<file path="src/rtl/issue_queue.sv">
// Collapsing issue queue: oldest-first select, broadcast wakeup, flush.
// Ports: clk/rst_ni; rinstr_i insert; wakeup_*_i broadcast; flush_i;
//   issue_*_o/issue_ready_i handshake; iq_full_o, count_o, overflow_o.
// Optional: define ISSUE_BYPASS_EN for same-cycle empty-queue bypass.
module issue_queue #(
  parameter int DEPTH   = 8,
  parameter int P_IDX_W = 6
) (
  input  logic               clk,
  input  logic               rst_ni,
  input  logic [24:0]        rinstr_i,
  input  logic               wakeup_valid_i,
  input  logic [P_IDX_W-1:0] wakeup_idx_i,
  input  logic               flush_i,
  input  logic               issue_ready_i,
  output logic               issue_valid_o,
  output logic [P_IDX_W-1:0] issue_rd_o,
  output logic [P_IDX_W-1:0] issue_rs1_o,
  output logic [P_IDX_W-1:0] issue_rs2_o,
  output logic               issue_rd_valid_o,
  output logic               iq_full_o,
  output logic [$clog2(DEPTH):0] count_o,
  output logic               overflow_o
);

  localparam int CW = $clog2(DEPTH) + 1;

  typedef struct packed {
    logic               vld;
    logic               rd_v;
    logic [P_IDX_W-1:0] rd;
    logic [P_IDX_W-1:0] rs1;
    logic               rs1_r;
    logic [P_IDX_W-1:0] rs2;
    logic               rs2_r;
  } entry_t;

  entry_t          q [DEPTH];
  entry_t          w [DEPTH];
  entry_t          d [DEPTH];
  logic [CW-1:0]   count_q, count_d;
  logic            ovf_q, ovf_d;

  entry_t          n_e;
  entry_t          pick;
  entry_t          pl;
  logic            in_v;
  logic            full;
  logic            found;
  logic [DEPTH-1:0] shm;
  logic            fire;
  logic            byp;
  logic            ins_wr;
  logic [CW-1:0]   ins_pos;
  logic            unused_rd_rdy;

  assign in_v          = rinstr_i[24];
  assign unused_rd_rdy = rinstr_i[16];
  assign full          = (count_q == CW'(DEPTH));

  // Decode incoming instruction; invalid fields read as idx 0 / ready.
  always_comb begin
    n_e       = '0;
    n_e.vld   = 1'b1;
    n_e.rd_v  = rinstr_i[23];
    n_e.rd    = rinstr_i[23] ? P_IDX_W'(rinstr_i[22:17]) : '0;
    n_e.rs1   = rinstr_i[15] ? P_IDX_W'(rinstr_i[14:9]) : '0;
    n_e.rs2   = rinstr_i[7]  ? P_IDX_W'(rinstr_i[6:1])  : '0;
    n_e.rs1_r = !rinstr_i[15] || rinstr_i[8] ||
                (wakeup_valid_i && n_e.rs1 == wakeup_idx_i);
    n_e.rs2_r = !rinstr_i[7] || rinstr_i[0] ||
                (wakeup_valid_i && n_e.rs2 == wakeup_idx_i);
  end

  // Oldest ready entry; shm marks the selected slot and all above it.
  always_comb begin
    found = 1'b0;
    pick  = '0;
    shm   = '0;
    for (int i = 0; i < DEPTH; i++) begin
      if (!found && q[i].vld && q[i].rs1_r && q[i].rs2_r) begin
        found = 1'b1;
        pick  = q[i];
      end
      shm[i] = found;
    end
  end

`ifdef ISSUE_BYPASS_EN
  assign byp = rst_ni && !found && in_v && n_e.rs1_r && n_e.rs2_r &&
               !flush_i && !full;
`else
  assign byp = 1'b0;
`endif

  assign fire    = found && !flush_i && issue_ready_i;
  assign ins_wr  = in_v && !flush_i && !full && !(byp && issue_ready_i);
  assign ins_pos = count_q - CW'(fire);
  assign ovf_d   = in_v && !flush_i && full;
  assign count_d = flush_i ? '0 :
                   count_q - CW'(fire) + CW'(ins_wr);

  always_comb begin
    for (int i = 0; i < DEPTH; i++) begin
      w[i] = q[i];
      if (wakeup_valid_i && q[i].rs1 == wakeup_idx_i)
        w[i].rs1_r = 1'b1;
      if (wakeup_valid_i && q[i].rs2 == wakeup_idx_i)
        w[i].rs2_r = 1'b1;
    end
  end

  // Collapse over the issued slot, then drop the insert on top.
  always_comb begin
    for (int i = 0; i < DEPTH - 1; i++)
      d[i] = (fire && shm[i]) ? w[i+1] : w[i];
    d[DEPTH-1] = (fire && shm[DEPTH-1]) ? '0 : w[DEPTH-1];
    for (int i = 0; i < DEPTH; i++)
      if (ins_wr && ins_pos == CW'(i))
        d[i] = n_e;
    if (flush_i)
      for (int i = 0; i < DEPTH; i++)
        d[i] = '0;
  end

  always_ff @(posedge clk or negedge rst_ni) begin
    if (!rst_ni) begin
      for (int i = 0; i < DEPTH; i++)
        q[i] <= '0;
      count_q <= '0;
      ovf_q   <= 1'b0;
    end else begin
      for (int i = 0; i < DEPTH; i++)
        q[i] <= d[i];
      count_q <= count_d;
      ovf_q   <= ovf_d;
    end
  end

  assign pl               = found ? pick : n_e;
  assign issue_valid_o    = (found || byp) && !flush_i;
  assign issue_rd_o       = pl.rd;
  assign issue_rs1_o      = pl.rs1;
  assign issue_rs2_o      = pl.rs2;
  assign issue_rd_valid_o = pl.rd_v;
  assign iq_full_o        = full;
  assign count_o          = count_q;
  assign overflow_o       = ovf_q;

endmodule

</file>
<file path="config.mk">
export PLATFORM = sky130hd
export DESIGN_NAME = issue_queue
export DESIGN_NICKNAME = d
export VERILOG_FILES = /design/src/rtl/issue_queue.sv
export SDC_FILE = /design/constraint.sdc
export NUM_CORES = 1
export LEC_CHECK = 0
export ABC_AREA = 1
export BUFFER_PORTS_ARGS = -buffer_cell sky130_fd_sc_hd__buf_2
export CAP_MARGIN = 20
export CORE_MARGIN = 2
export CORE_UTILIZATION = 55
export DETAILED_ROUTE_END_ITERATION = 6
export PLACE_DENSITY = 0.78
export SYNTH_ARGS = -nofsm -noshare
export SYNTH_HDL_FRONTEND = slang
export SYNTH_SLANG_ARGS = --single-unit
</file>
<file path="constraint.sdc">
create_clock -name clk -period 3.3 [get_ports clk]
set_input_delay 0.33 -clock clk [delete_from_list [all_inputs] [get_ports clk]]
set_output_delay 0.33 -clock clk [all_outputs]
set_load 0.05 [all_outputs]
</file>
### Word-level counts from Yosys, hierarchy flattened

Cells that the tools add are included.

| cells by class | value |
|---|---|
| $add $sub $neg | 2 |
| eq/ne operators | 26 |
| mux-type cells | 54 |
| reductions and logical operators | 88 |

Operators with widths:

| cell | number |
|---|---|
| $mux 22 | 16 |
| $mux 21 | 9 |
| $mux 176 | 1 |
| $eq 6x6->1 | 18 |
| $logic_and 1x1->1 | 62 |
| $mux 1 | 24 |
| $reduce_bool 3->1 | 8 |
| $mux 6 | 3 |
| $eq 4x3->1 const B | 4 |
| $logic_not 1->1 | 11 |
| $eq 4x2->1 const B | 2 |
| $reduce_bool 4->1 | 2 |
| $add 4x1->4 | 1 |
| $eq 4x1->1 const B | 1 |
| $eq 4x4->1 const B | 1 |
| $logic_not 4->1 | 1 |
| $logic_or 1x1->1 | 4 |
| $mux 4 | 1 |
| $sub 4x1->4 | 1 |

| storage, ports and cells | value |
|---|---|
| register bits | 181 |
| bits of input ports | 36 |
| output and inout bits | 26 |
| logic and storage cells | 228 |

### Logic depth before layout (Yosys ltp)

Gate-level depths: netlist of the first run.

| logic depth | value |
|---|---|
| depth in word-level cells | 45 |
| depth in mapped cells | 21 |

### Least setup slack after synthesis of the first run

OpenSTA, ideal clock, no wires.

| path | value |
|---|---|
| kind | register to register |
| from | reg q[153] (netlist name) |
| to | reg q[42] (netlist name) |
| setup time | 0.123 ns |
| data arrival time | 2.915 ns |
| required time | 3.177 ns |
| setup slack | 0.262 ns |
| cell stages (with the launch flop) | 22 |
| buffers on the path | 2 |
| period minus slack after synthesis | 3.038 ns |
| cell sequence | dfrtp_1 -> nand3_2 -> nand3_4 -> nor2_4 -> nand4_2 -> nor2_4 -> nor2_8 -> nand2_1 -> inv_1 -> ha_1 -> ha_1 -> or2_1 -> nand2_1 -> inv_1 -> nand2_2 -> nor2_4 -> inv_2 -> buf_2 -> clkbuf_1 -> o21ai_0 -> o21ai_0 -> nand2_1 |

| between the ends | value |
|---|---|
| longest elaborated chain between the ends | 41 |
| elaborated cells on any way between the ends | 43 |
| those cells by class | 1 x add/sub; 1 x eq/ne; 9 x mux; 32 x reduce/logical |

RTL lines:

| item | line | source |
|---|---|---|
| start, declared | 38 | `entry_t q [DEPTH];` |
| start signal, assigned by index | 134 | `q[i] <= d[i];` |
| $logic_and 1x1->1 * (3 in series) | 81 | `if (!found && q[i].vld && q[i].rs1_r && q[i].rs2_r) begin` |
| $mux 1 * | 81 |  |
| $logic_not 1->1 | 81 |  |
| $logic_and 1x1->1 (3 in series) | 81 |  |
| $mux 1 * | 81 |  |
| $logic_not 1->1 | 81 |  |
| $logic_and 1x1->1 (3 in series) | 81 |  |
| $mux 1 * | 81 |  |
| [... 20 more ...] | - |  |
| $logic_and 1x1->1 * | - |  |
| named net issue_valid_o | 16 | `output logic issue_valid_o,` |
| $logic_and 1x1->1 * | 96 | `assign fire = found && !flush_i && issue_ready_i;` |
| $sub 4x1->4 | 98 | `assign ins_pos = count_q - CW'(fire);` |
| $eq 4x3->1 | 119 | `if (ins_wr && ins_pos == CW'(i))` |
| $logic_and 1x1->1 | 119 |  |
| $mux 22 | 119 |  |
| $mux 176 | 121 | `if (flush_i)` |

Mark *: on every way through the listed nets, which the timed path passes. The rest lies on a longest branch.
A chain may end at the register's enable or synchronous reset.

### Worst setup path in the final report of the first run

| path | value |
|---|---|
| from | reg q[154] (netlist name) |
| to | out issue_rs1_o[3] |

| between the ends | value |
|---|---|
| longest elaborated chain between the ends | 38 |
| elaborated cells on any way between the ends | 46 |
| those cells by class | 17 x mux; 29 x reduce/logical |

RTL lines:

| item | line | source |
|---|---|---|
| $logic_and 1x1->1 * | 81 |  |
| $mux 1 | 81 |  |
| $logic_not 1->1 | 81 |  |
| $logic_and 1x1->1 (3 in series) | 81 |  |
| $mux 1 | 81 |  |
| $logic_not 1->1 | 81 |  |
| $logic_and 1x1->1 (3 in series) | 81 |  |
| $mux 1 | 81 |  |
| [... 14 more ...] | - |  |
| $mux 1 | 81 |  |
| $logic_not 1->1 | 81 |  |
| $logic_and 1x1->1 (3 in series) | 81 |  |
| $mux 1 | 81 |  |
| $logic_not 1->1 | 81 |  |
| $logic_and 1x1->1 (3 in series) | 81 |  |
| $mux 21 or $mux 1 (tied branches) | 81 |  |
| $mux 21 * | 140 | `assign pl = found ? pick : n_e;` |
| end, declared | 18 | `output logic [P_IDX_W-1:0] issue_rs1_o,` |

Every way passes the cells marked *; elsewhere a longest branch is shown, timed or not.

==> results.py, run 1 <==
metrics = {
    "run_status": {
        "status": "complete, no violations",
    },
    "synthesis": {
        "netlist_instances": 1764,
        "synth.avg_cell_area_um2": 6.72,
        "ys_top_cells_by_area": "dfrtp_1 (38%), nand2_1 (20%), o21ai_0 (8.4%)",
        "synth-simple-area-share_pct": 29.5,
        "synth-seq-cells": 181,
        "synth_top_family_by_area": "simple AND/OR/NAND/NOR gates",
        "yosys_warnings": 0,
        "synthAdderAreaFrac_pct": 0.422,
        "syn-cell-area_mm2": 0.0119,
        "yosysTopAreaCell": "dfrtp_1",
        "synth_edf_count": 0,
        "synth_ff_type": "dfrtp_1",
        "ys_seq_area_share_pct": 38.2,
        "yosysMostFrequentCell": "nand2_1",
        "synth_fp_nets": 1804,
        "synth_common_cells": "nand2_1 (625), inv_1 (236), o21ai_0 (199)",
        "synth_compound_area_share_pct": 17.9,
        "synth_cell_type_count": 43,
        "synth_xor_area_share_pct": 2.43,
        "synthMuxAreaShare_pct": 0,
        "ys_async_sr_fraction_pct": 100,
        "synth.top_cell.area_share_pct": 38.2,
    },
    "worst_setup_path": {
        "setup.worst_path.end_class": "primary output",
        "crit_path_max_fanout": 13,
        "startpoint_type": "flop",
        "path_class": "reg2out",
        "worst_ep_arrival_time_ps": 2920,
        "required_ps": 2970,
    },
    "routing": {
        "drc_errors": 0,
        "vias": 12232,
        "dr.pass1.iters": 6,
        "routedWlPerCell_um": 18.7,
        "vias_per_cell": 5.75,
        "drt_wl_total_um": 39900,
        "ant_nets": 0,
        "drt_iter0_drc": 1122,
    },
    "floorplanning": {
        "die_x_um": 151,
        "die_area_mm2": 0.0228,
        "fp.dieH_um": 151,
        "rows": 53,
        "core_mm2": 0.0211,
        "pin_count": 62,
        "start_util_pct": 56.2,
    },
    "cts": {
        "worstSkewPairLatency_ps": 440,
        "root_buffer": "clkbuf_16",
        "tritoncts": "yes",
        "cts_buffers": 17,
        "path_clk_slew_ps": 70,
        "clock_path_buffers": 2,
        "clock_sinks": 181,
        "htreeDepth": 4,
    },
    "placed_design": {
        "gp_congestion": 0.947,
        "dp_hpwl_um": 27700,
        "portBuffers": 60,
        "placed_cells_incl_taps": 2062,
    },
    "global_route": {
        "grt-ovfl-total": 0,
        "grt_start_max_net_pins": 87,
        "grt.total_usage_pct": 35.3,
        "use_met1_pct": 47.3,
        "grt_pass1_vias": 11570,
        "use_met2_pct": 55.1,
        "antenna_found_initial": 1,
        "grt_use_met3_pct": 6.93,
        "grt_pass1_wl_um": 60800,
        "top_usage_layer": "met2",
    },
    "sta": {
        "clock.fmax_ghz": 0.308,
        "maxSlewViolCount": 0,
        "period_share_pct": 98.4,
        "skew_ps": 10.6,
        "timing_worst_slew_pin_value_ps": 773,
        "post-route-min-period_ps": 3250,
        "setup_viol": 0,
        "fin_setup_tns_ps": 0,
        "slew_headroom_pct": 48.4,
        "hold_viol": 0,
    },
    "pwr": {
        "power_density_mw_per_mm2": 376,
        "ir_worst_vdd_uv": 340,
        "power_leakage_nw": 6.56,
    },
    "finish": {
        "drive_gt1_share_pct": 13.5,
        "diodes": 0,
        "area_growth_syn_to_layout_pct": 14.0,
        "fill_cells": 1895,
        "seq_area_mm2": 0.00453,
        "final_core_util_pct": 64.1,
        "multi_input_area_mm2": 0.00609,
        "final_nets": 1880,
        "layout.cells.non_filler": 2127,
    },
    "hold_path": {
        "hold_class": "in2reg",
    },
    "run": {
        "maxCapViolCount": 0,
    },
}
where the power goes:
group	switching [mW]	internal, mW	leakage, nW
Sequential	0.0628	2.30	2.49
Combinational	0.574	0.224	3.80
Clock	0.936	0.997	0.263
Total	1.57	3.52	6.56
sequential cells by signal, indices dropped and copies added (netlist names):
signal      flops
q             176
overflow_o      1
count_o         4
worst max-delay path, stage by stage (launching register included):
cell and delay, ps:
dfrtp_1 400, nand3_2 130, buf_4 230, nand4_4 160, nor2_4 240, nand4_2 520, o21ai_0 330, inv_1 60
nand4_1 110, buf_2 290
stage by stage:
stage	cell area [um2]	hold WS (ps)	power, mW	setup WS, ps
detailed placement	12500	443	3.12	-166
floorplan	11900	34.4	2.86	262
global placement	12500	442	3.11	-54.0
CTS	13300	119	5.06	2.37
finish	13500	134	5.09	52.3
global route	13500	148	5.26	-39.3
layout by cell type (no fill, tap or decap), types with 16 or more instances in the layout:
cell type and count:
nand2_1 615, inv_1 228, o21ai_0 197, dfrtp_1 181, nor2_1 76, buf_4 68
buf_2 61, nand3_1 60, o21ai_1 46, o22ai_1 38, a21oi_1 32, nand4_1 27
xnor2_1 19, o2111ai_1 19, clkbuf_16 18, clkinvlp_4 16
routing by layer:
| layer | share of wire, % | up-vias |
|---|---|---|
| li1 | - | 5791 |
| met1 | 40 | 5584 |
| met2 | 44 | 731 |
| met3 | 11 | 126 |
| met4 | 4.5 | 0 |
| met5 | 0 | - |
kinds of logic (layout without fill, tap and decap cells):
family,after synthesis,count (layout)
buffers and inverters,339,427
XOR/XNOR,32,32
AND/OR/NAND/NOR,838,838
AO/OA/AOI/OAI,370,370
flip-flops,181,181
adder cells (fa/ha/maj),4,4
layout make-up:
class / instances / area share [%]
clock buffer: 19 / 3.28
clock inverter: 12 / 0.722
inverter: 245 / 6.99
multi-input combinational: 1244 / 45.0
sequential: 181 / 33.5
tap: 275 / 2.54
timing repair buffer: 141 / 7.43
timing repair inverter: 10 / 0.537
timing repair:
item	in CTS	in global routing
gates cloned	12	2
resized for setup	34	29
hold endpoints to repair	57	0
buffers inserted	8	11
hold buffers	1	0
setup endpoints to repair	135	165
pin swaps	6	13
path summary, 6_finish.rpt:
| path | from | endpoint | slack (ps) | cells past startpoint |
|---|---|---|---|---|
| worst max register to register | q[154] | q[131] | 120 | 20 |
| max in group asynchronous | rst_ni | q[99] | 1930 | 3 |
| worst min-delay path | rinstr_i[24] | overflow_o | 130 | 3 |
| worst max-delay path | q[154] | issue_rs1_o[3] | 50 | 9 |
| worst min register to register | q[142] | q[142] | 480 | 2 |
| min in group asynchronous | rst_ni | q[155] | 530 | 2 |
(Power assumes the default switching activity.)
==> inputs of run 2 (changes only) <==
Settings changed: CORE_UTILIZATION 55 to 50, PLACE_DENSITY 0.78 to 0.72.
==> results.py, run 2 (synthesis results as in run 1) <==
metrics = {
    "floorplanning": {
        "fp.dieH_um": 158,
        "die_x_um": 158,
        "start_util_pct": 50.7,
        "rows": 56,
        "die_area_mm2": 0.0250,
        "core_mm2": 0.0234,
        "pin_count": 62,
    },
    "run_status": {
        "status": "complete, no violations",
    },
    "worst_setup_path": {
        "path_class": "reg2reg",
        "cp-endpoint": "q[123]",
        "r2r-start": "q[110]",
        "rr_endpoint": "q[123]",
        "crit_path_max_fanout": 5,
        "worst_ep_arrival_time_ps": 3560,
        "setup.worst_path.end_class": "flop",
        "reg2reg_depth": 20,
        "rrSetupSlack_ps": 70,
        "required_ps": 3630,
        "crit_start": "q[110]",
        "startpoint_type": "flop",
    },
    "finish": {
        "final_cell_mix": "nand2_1 (617), inv_1 (229), o21ai_0 (198)",
        "final_core_util_pct": 58.2,
        "largest-register": "q",
        "drive_gt1_share_pct": 13.5,
        "area_growth_syn_to_layout_pct": 14.9,
        "largest_register_ffs": 176,
        "final_common_cell": "nand2_1",
        "diodes": 0,
        "final_nets": 1885,
    },
    "routing": {
        "vias_per_cell": 5.56,
        "dr.pass1.iters": 6,
        "drt_wl_total_um": 39400,
        "drt_iter0_drc": 1178,
        "drc_errors": 0,
        "routedWlPerCell_um": 18.1,
        "vias": 12097,
        "ant_nets": 0,
    },
    "pwr": {
        "ir_worst_vdd_uv": 351,
        "power_density_mw_per_mm2": 373,
        "power_mw": 5.08,
        "power_leakage_nw": 6.60,
    },
    "cts": {
        "htreeDepth": 4,
        "path_clk_slew_ps": 70,
        "tritoncts": "yes",
        "clock_path_buffers": 2,
        "clock_sinks": 181,
        "cts_buffers": 17,
        "root_buffer": "clkbuf_16",
        "worstSkewPairLatency_ps": 440,
    },
    "run": {
        "maxCapViolCount": 0,
    },
    "placed_design": {
        "dp_hpwl_um": 28100,
        "gp_congestion": 0.970,
        "portBuffers": 60,
    },
    "global_route": {
        "grt_pass1_vias": 10979,
        "grt_start_max_net_pins": 81,
        "grt-ovfl-total": 0,
        "grt_pass1_wl_um": 59400,
        "grt.total_usage_pct": 30.9,
        "antenna_found_initial": 0,
    },
    "sta": {
        "period_share_pct": 98.0,
        "grt_setup_unrepaired": "yes",
        "maxSlewViolCount": 0,
        "skew_ps": 10.5,
        "slew_headroom_pct": 44.8,
        "setup_viol": 0,
        "post-route-min-period_ps": 3230,
        "clock.fmax_ghz": 0.309,
        "timing_worst_slew_pin_value_ps": 824,
        "hold_viol": 0,
    },
    "hold_path": {
        "hp-start": "rinstr_i[24]",
        "hold_class": "in2reg",
    },
}
## run 2: critical path: stages, from the launching register on
cell        delay (ps)
dfrtp_1            410
nand3_4            130
nand3_4            100
nor2_4             170
nand4_4            120
nor2_4             200
nor2_8              40
nand2_1            100
inv_2               70
ha_2               200
ha_4               160
or2_1              210
nand2_2            120
nand2_4            100
nor2_4             130
buf_8              120
nor2_1              50
nand2_2            200
clkinvlp_4         280
nand2_1            140
nand2_1             60
## run 2: worst min path at each step
stage,to,slack [ps],depth (start not counted)
CTS,overflow_o,130,3
finish,overflow_o,130,3
detailed placement,q[135],410,1
global route,overflow_o,140,3
floorplan,count_o[0],30,0
global placement,q[155],410,1
## run 2: repair_timing
| item | CTS | global route |
|---|---|---|
| buffers inserted | 4 | 19 |
| hold buffers | 1 | 0 |
| gates cloned | 0 | 10 |
| pin swaps | 0 | 10 |
| gates resized for setup | 5 | 53 |
| setup endpoints to repair | 35 | 179 |
| endpoints found under the hold margin | 76 | 0 |
## run 2: routing by layer
layer | vias to the layer above | GRT usage (%) | part of all wire, %
li1 | 5820 | - | -
met1 | 5555 | 44.5 | 42
met2 | 633 | 48.6 | 46
met3 | 89 | 4.93 | 9.1
met4 | 0 | 7.98 | 2.8
met5 | - | 0 | 0
## run 2: stage by stage
stage / area, um2 / worst slack [ps] / instances / setup TNS, ps / hold WS (ps)
2_1_floorplan: 11900 / 262 / 1764 / 0 / 34.4
3_3_place_gp: 12600 / -6.85 / 2111 / -7.65 / 409
3_5_place_dp: 12600 / -86.3 / 2111 / -881 / 414
4_1_cts: 13200 / -51.9 / 2148 / -288 / 125
5_1_grt: 13600 / -81.4 / 2177 / -463 / 140
6_report: 13600 / 65.2 / 2177 / 0 / 130
## run 2: final cells by class
class / instances / area (um2)
inverter: 245 / 945
fill: 2218 / 9770
sequential: 181 / 4530
timing repair inverter: 8 / 56.3
clock buffer: 19 / 433
timing repair buffer: 148 / 1060
tap: 319 / 399
multi-input combinational: 1244 / 6100
clock inverter: 13 / 103
## run 2: power breakdown
part / switching [mW] / internal, mW
Combinational: 0.573 / 0.234
Sequential: 0.0647 / 2.30
Clock: 0.933 / 0.976
==> inputs of run 3 (changes only) <==
Settings changed: CORE_ASPECT_RATIO from default to 1.1, CORE_UTILIZATION 50 to 33, PLACE_DENSITY 0.72 to 0.53.
==> results.py, run 3 (synthesis results as in run 1) <==
metrics = {
    "finish": {
        "drive_gt1_share_pct": 13.2,
        "final_cell_mix": "nand2_1 (618), inv_1 (231), o21ai_0 (197)",
        "largest-register": "q",
        "final_common_cell": "nand2_1",
        "fill_cells": 3841,
        "multi_input_area_mm2": 0.00607,
        "seq_area_mm2": 0.00453,
        "largest_register_ffs": 176,
        "final_nets": 1891,
        "diodes": 0,
        "area_growth_syn_to_layout_pct": 17.3,
    },
    "routing": {
        "top_layer_used": "met4",
        "routedWlPerCell_um": 18.3,
        "drc_errors": 0,
        "drt_wl_total_um": 42900,
        "wl_met2_um": 20300,
        "dr.pass1.iters": 5,
        "dr_wl_met3_um": 2320,
        "ant_nets": 0,
        "drt_iter0_drc": 832,
        "vias": 11755,
        "vias_per_cell": 5.01,
        "m1WireLength_um": 19100,
    },
    "pwr": {
        "power_leakage_nw": 6.65,
        "ir_worst_vdd_uv": 269,
        "power_mw": 5.13,
        "power_density_mw_per_mm2": 368,
    },
    "global_route": {
        "grt_pass1_wl_um": 65700,
        "grt.total_usage_pct": 23.1,
        "grt-ovfl-total": 0,
        "grt_start_max_net_pins": 82,
        "grt_pass1_vias": 11568,
        "antenna_found_initial": 0,
    },
    "worst_setup_path": {
        "critPathBufInv": 4,
        "critical-path-slowest-cell": "dfrtp_1",
        "path_class": "reg2reg",
        "path_delay_family": "simple AND/OR/NAND/NOR gates",
        "worst_ep_arrival_time_ps": 3460,
        "path_cells": "nand3_4, nand3_4, nor2_4, nand4_4, nor2_4, nor2_8, nand2_2, inv_1, ha_4, ha_4, or2_1, nand2_2, nand2_4, nor2_4, buf_12, nor2_1, nand2_2, buf_12, clkinvlp_4, nand2_1, nand2_1",
        "required_ps": 3650,
        "setup.worst_path.end_class": "flop",
        "crit_path_max_fanout": 11,
        "max_stage_delay_ps": 410,
        "startpoint_type": "flop",
    },
    "sta": {
        "period_share_pct": 94.2,
        "timing_worst_slew_pin_value_ps": 797,
        "slew_headroom_pct": 46.7,
        "layout_setup_ws_ps": 191,
        "post-route-min-period_ps": 3110,
        "skew_ps": 7.98,
        "hold_viol": 0,
        "maxSlewViolCount": 0,
        "clock.fmax_ghz": 0.322,
        "setup_viol": 0,
    },
    "floorplanning": {
        "rows": 72,
        "start_util_pct": 33.6,
        "die_area_mm2": 0.0375,
        "core_mm2": 0.0353,
        "die_x_um": 185,
        "fp.dieH_um": 203,
        "pin_count": 62,
    },
    "placed_design": {
        "dp_hpwl_um": 31100,
        "gp_congestion": 0.918,
        "portBuffers": 60,
        "post-place-ws_ps": -124,
    },
    "cts": {
        "cts_buffers": 17,
        "worstSkewPairLatency_ps": 460,
        "clock_path_buffers": 2,
        "htreeDepth": 4,
        "clock_sinks": 181,
        "tritoncts": "yes",
        "path_clk_slew_ps": 60,
        "root_buffer": "clkbuf_16",
    },
    "run": {
        "maxCapViolCount": 0,
    },
    "run_status": {
        "status": "complete, no violations",
    },
    "hold_path": {
        "hold_class": "in2reg",
    },
}
[run 3: changes by cell type in the layout (fill, tap and decap cells not counted), sizes merged]
cell,previous run,this run
clkinvlp,13,11
inv,244,240
clkbuf,23,33
buf,143,150
clkinv,9,3
[run 3: cell type report]
| class | instances | share of cell area (%) |
|---|---|---|
| Multi-Input combinational cell | 1244 | 43.7 |
| Sequential cell | 181 | 32.6 |
| Timing Repair Buffer | 155 | 8.50 |
| Inverter | 245 | 6.79 |
| Tap cell | 481 | 4.33 |
| Clock buffer | 29 | 3.74 |
| Timing Repair inverter | 7 | 0.333 |
| Clock inverter | 2 | 0.108 |
[run 3: what timing repair did]
item | in CTS | in global routing
endpoints found under the hold margin | 78 | 0
hold buffers | 1 | 0
cloned | 5 | 6
gates resized for setup | 18 | 34
setup buffers | 7 | 15
endpoints found under the setup margin | 63 | 164
pin swaps | 3 | 8
[run 3: final timing paths]
path                       cells after the start          from          to  slack [ps]
min in group asynchronous                      2        rst_ni  count_o[0]         490
max reg2reg                                   21        q[132]      q[115]         190
max                                           21        q[132]      q[115]         190
max in group asynchronous                      3        rst_ni      q[105]        1880
min reg2reg                                    2        q[107]      q[107]         480
min                                            3  rinstr_i[24]  overflow_o         110
[run 3: report_power, final]
part           switching (mW)  leakage [nW]  total [mW]  internal, mW
clock network           0.893         0.254        1.95          1.06
logic                   0.574          3.91       0.814         0.240
registers              0.0618          2.49        2.36          2.30
[run 3: worst register-to-register path, cell delays in order, from the launching register on]
cell	delay, ps
dfrtp_1	410
nand3_4	140
nand3_4	120
nor2_4	180
nand4_4	120
nor2_4	200
nor2_8	70
nand2_2	80
inv_1	70
ha_4	170
ha_4	150
or2_1	210
nand2_2	110
nand2_4	90
nor2_4	140
buf_12	150
nor2_1	60
nand2_2	120
buf_12	130
clkinvlp_4	150
nand2_1	90
nand2_1	50
[run 3: per-stage QoR]
stage	utilization (%)	area (um2)	std cells	hold WS, ps	TNS, ps
after floorplan	-	11900	1764	34.4	0
after global placement	36.5	12900	2279	447	-45.3
after detailed placement	36.5	12900	2279	446	-4090
after CTS	38.5	13600	2323	98.0	0
after global routing	39.4	13900	2344	157	-296
final	39.4	13900	2344	111	0
[run 3: metal layers]
metal / track usage (%) / vias to the layer above
li1: - / 5813
met1: 31.7 / 5482
met2: 37.6 / 390
met3: 2.69 / 70
met4: 8.59 / 0
met5: 0 / -
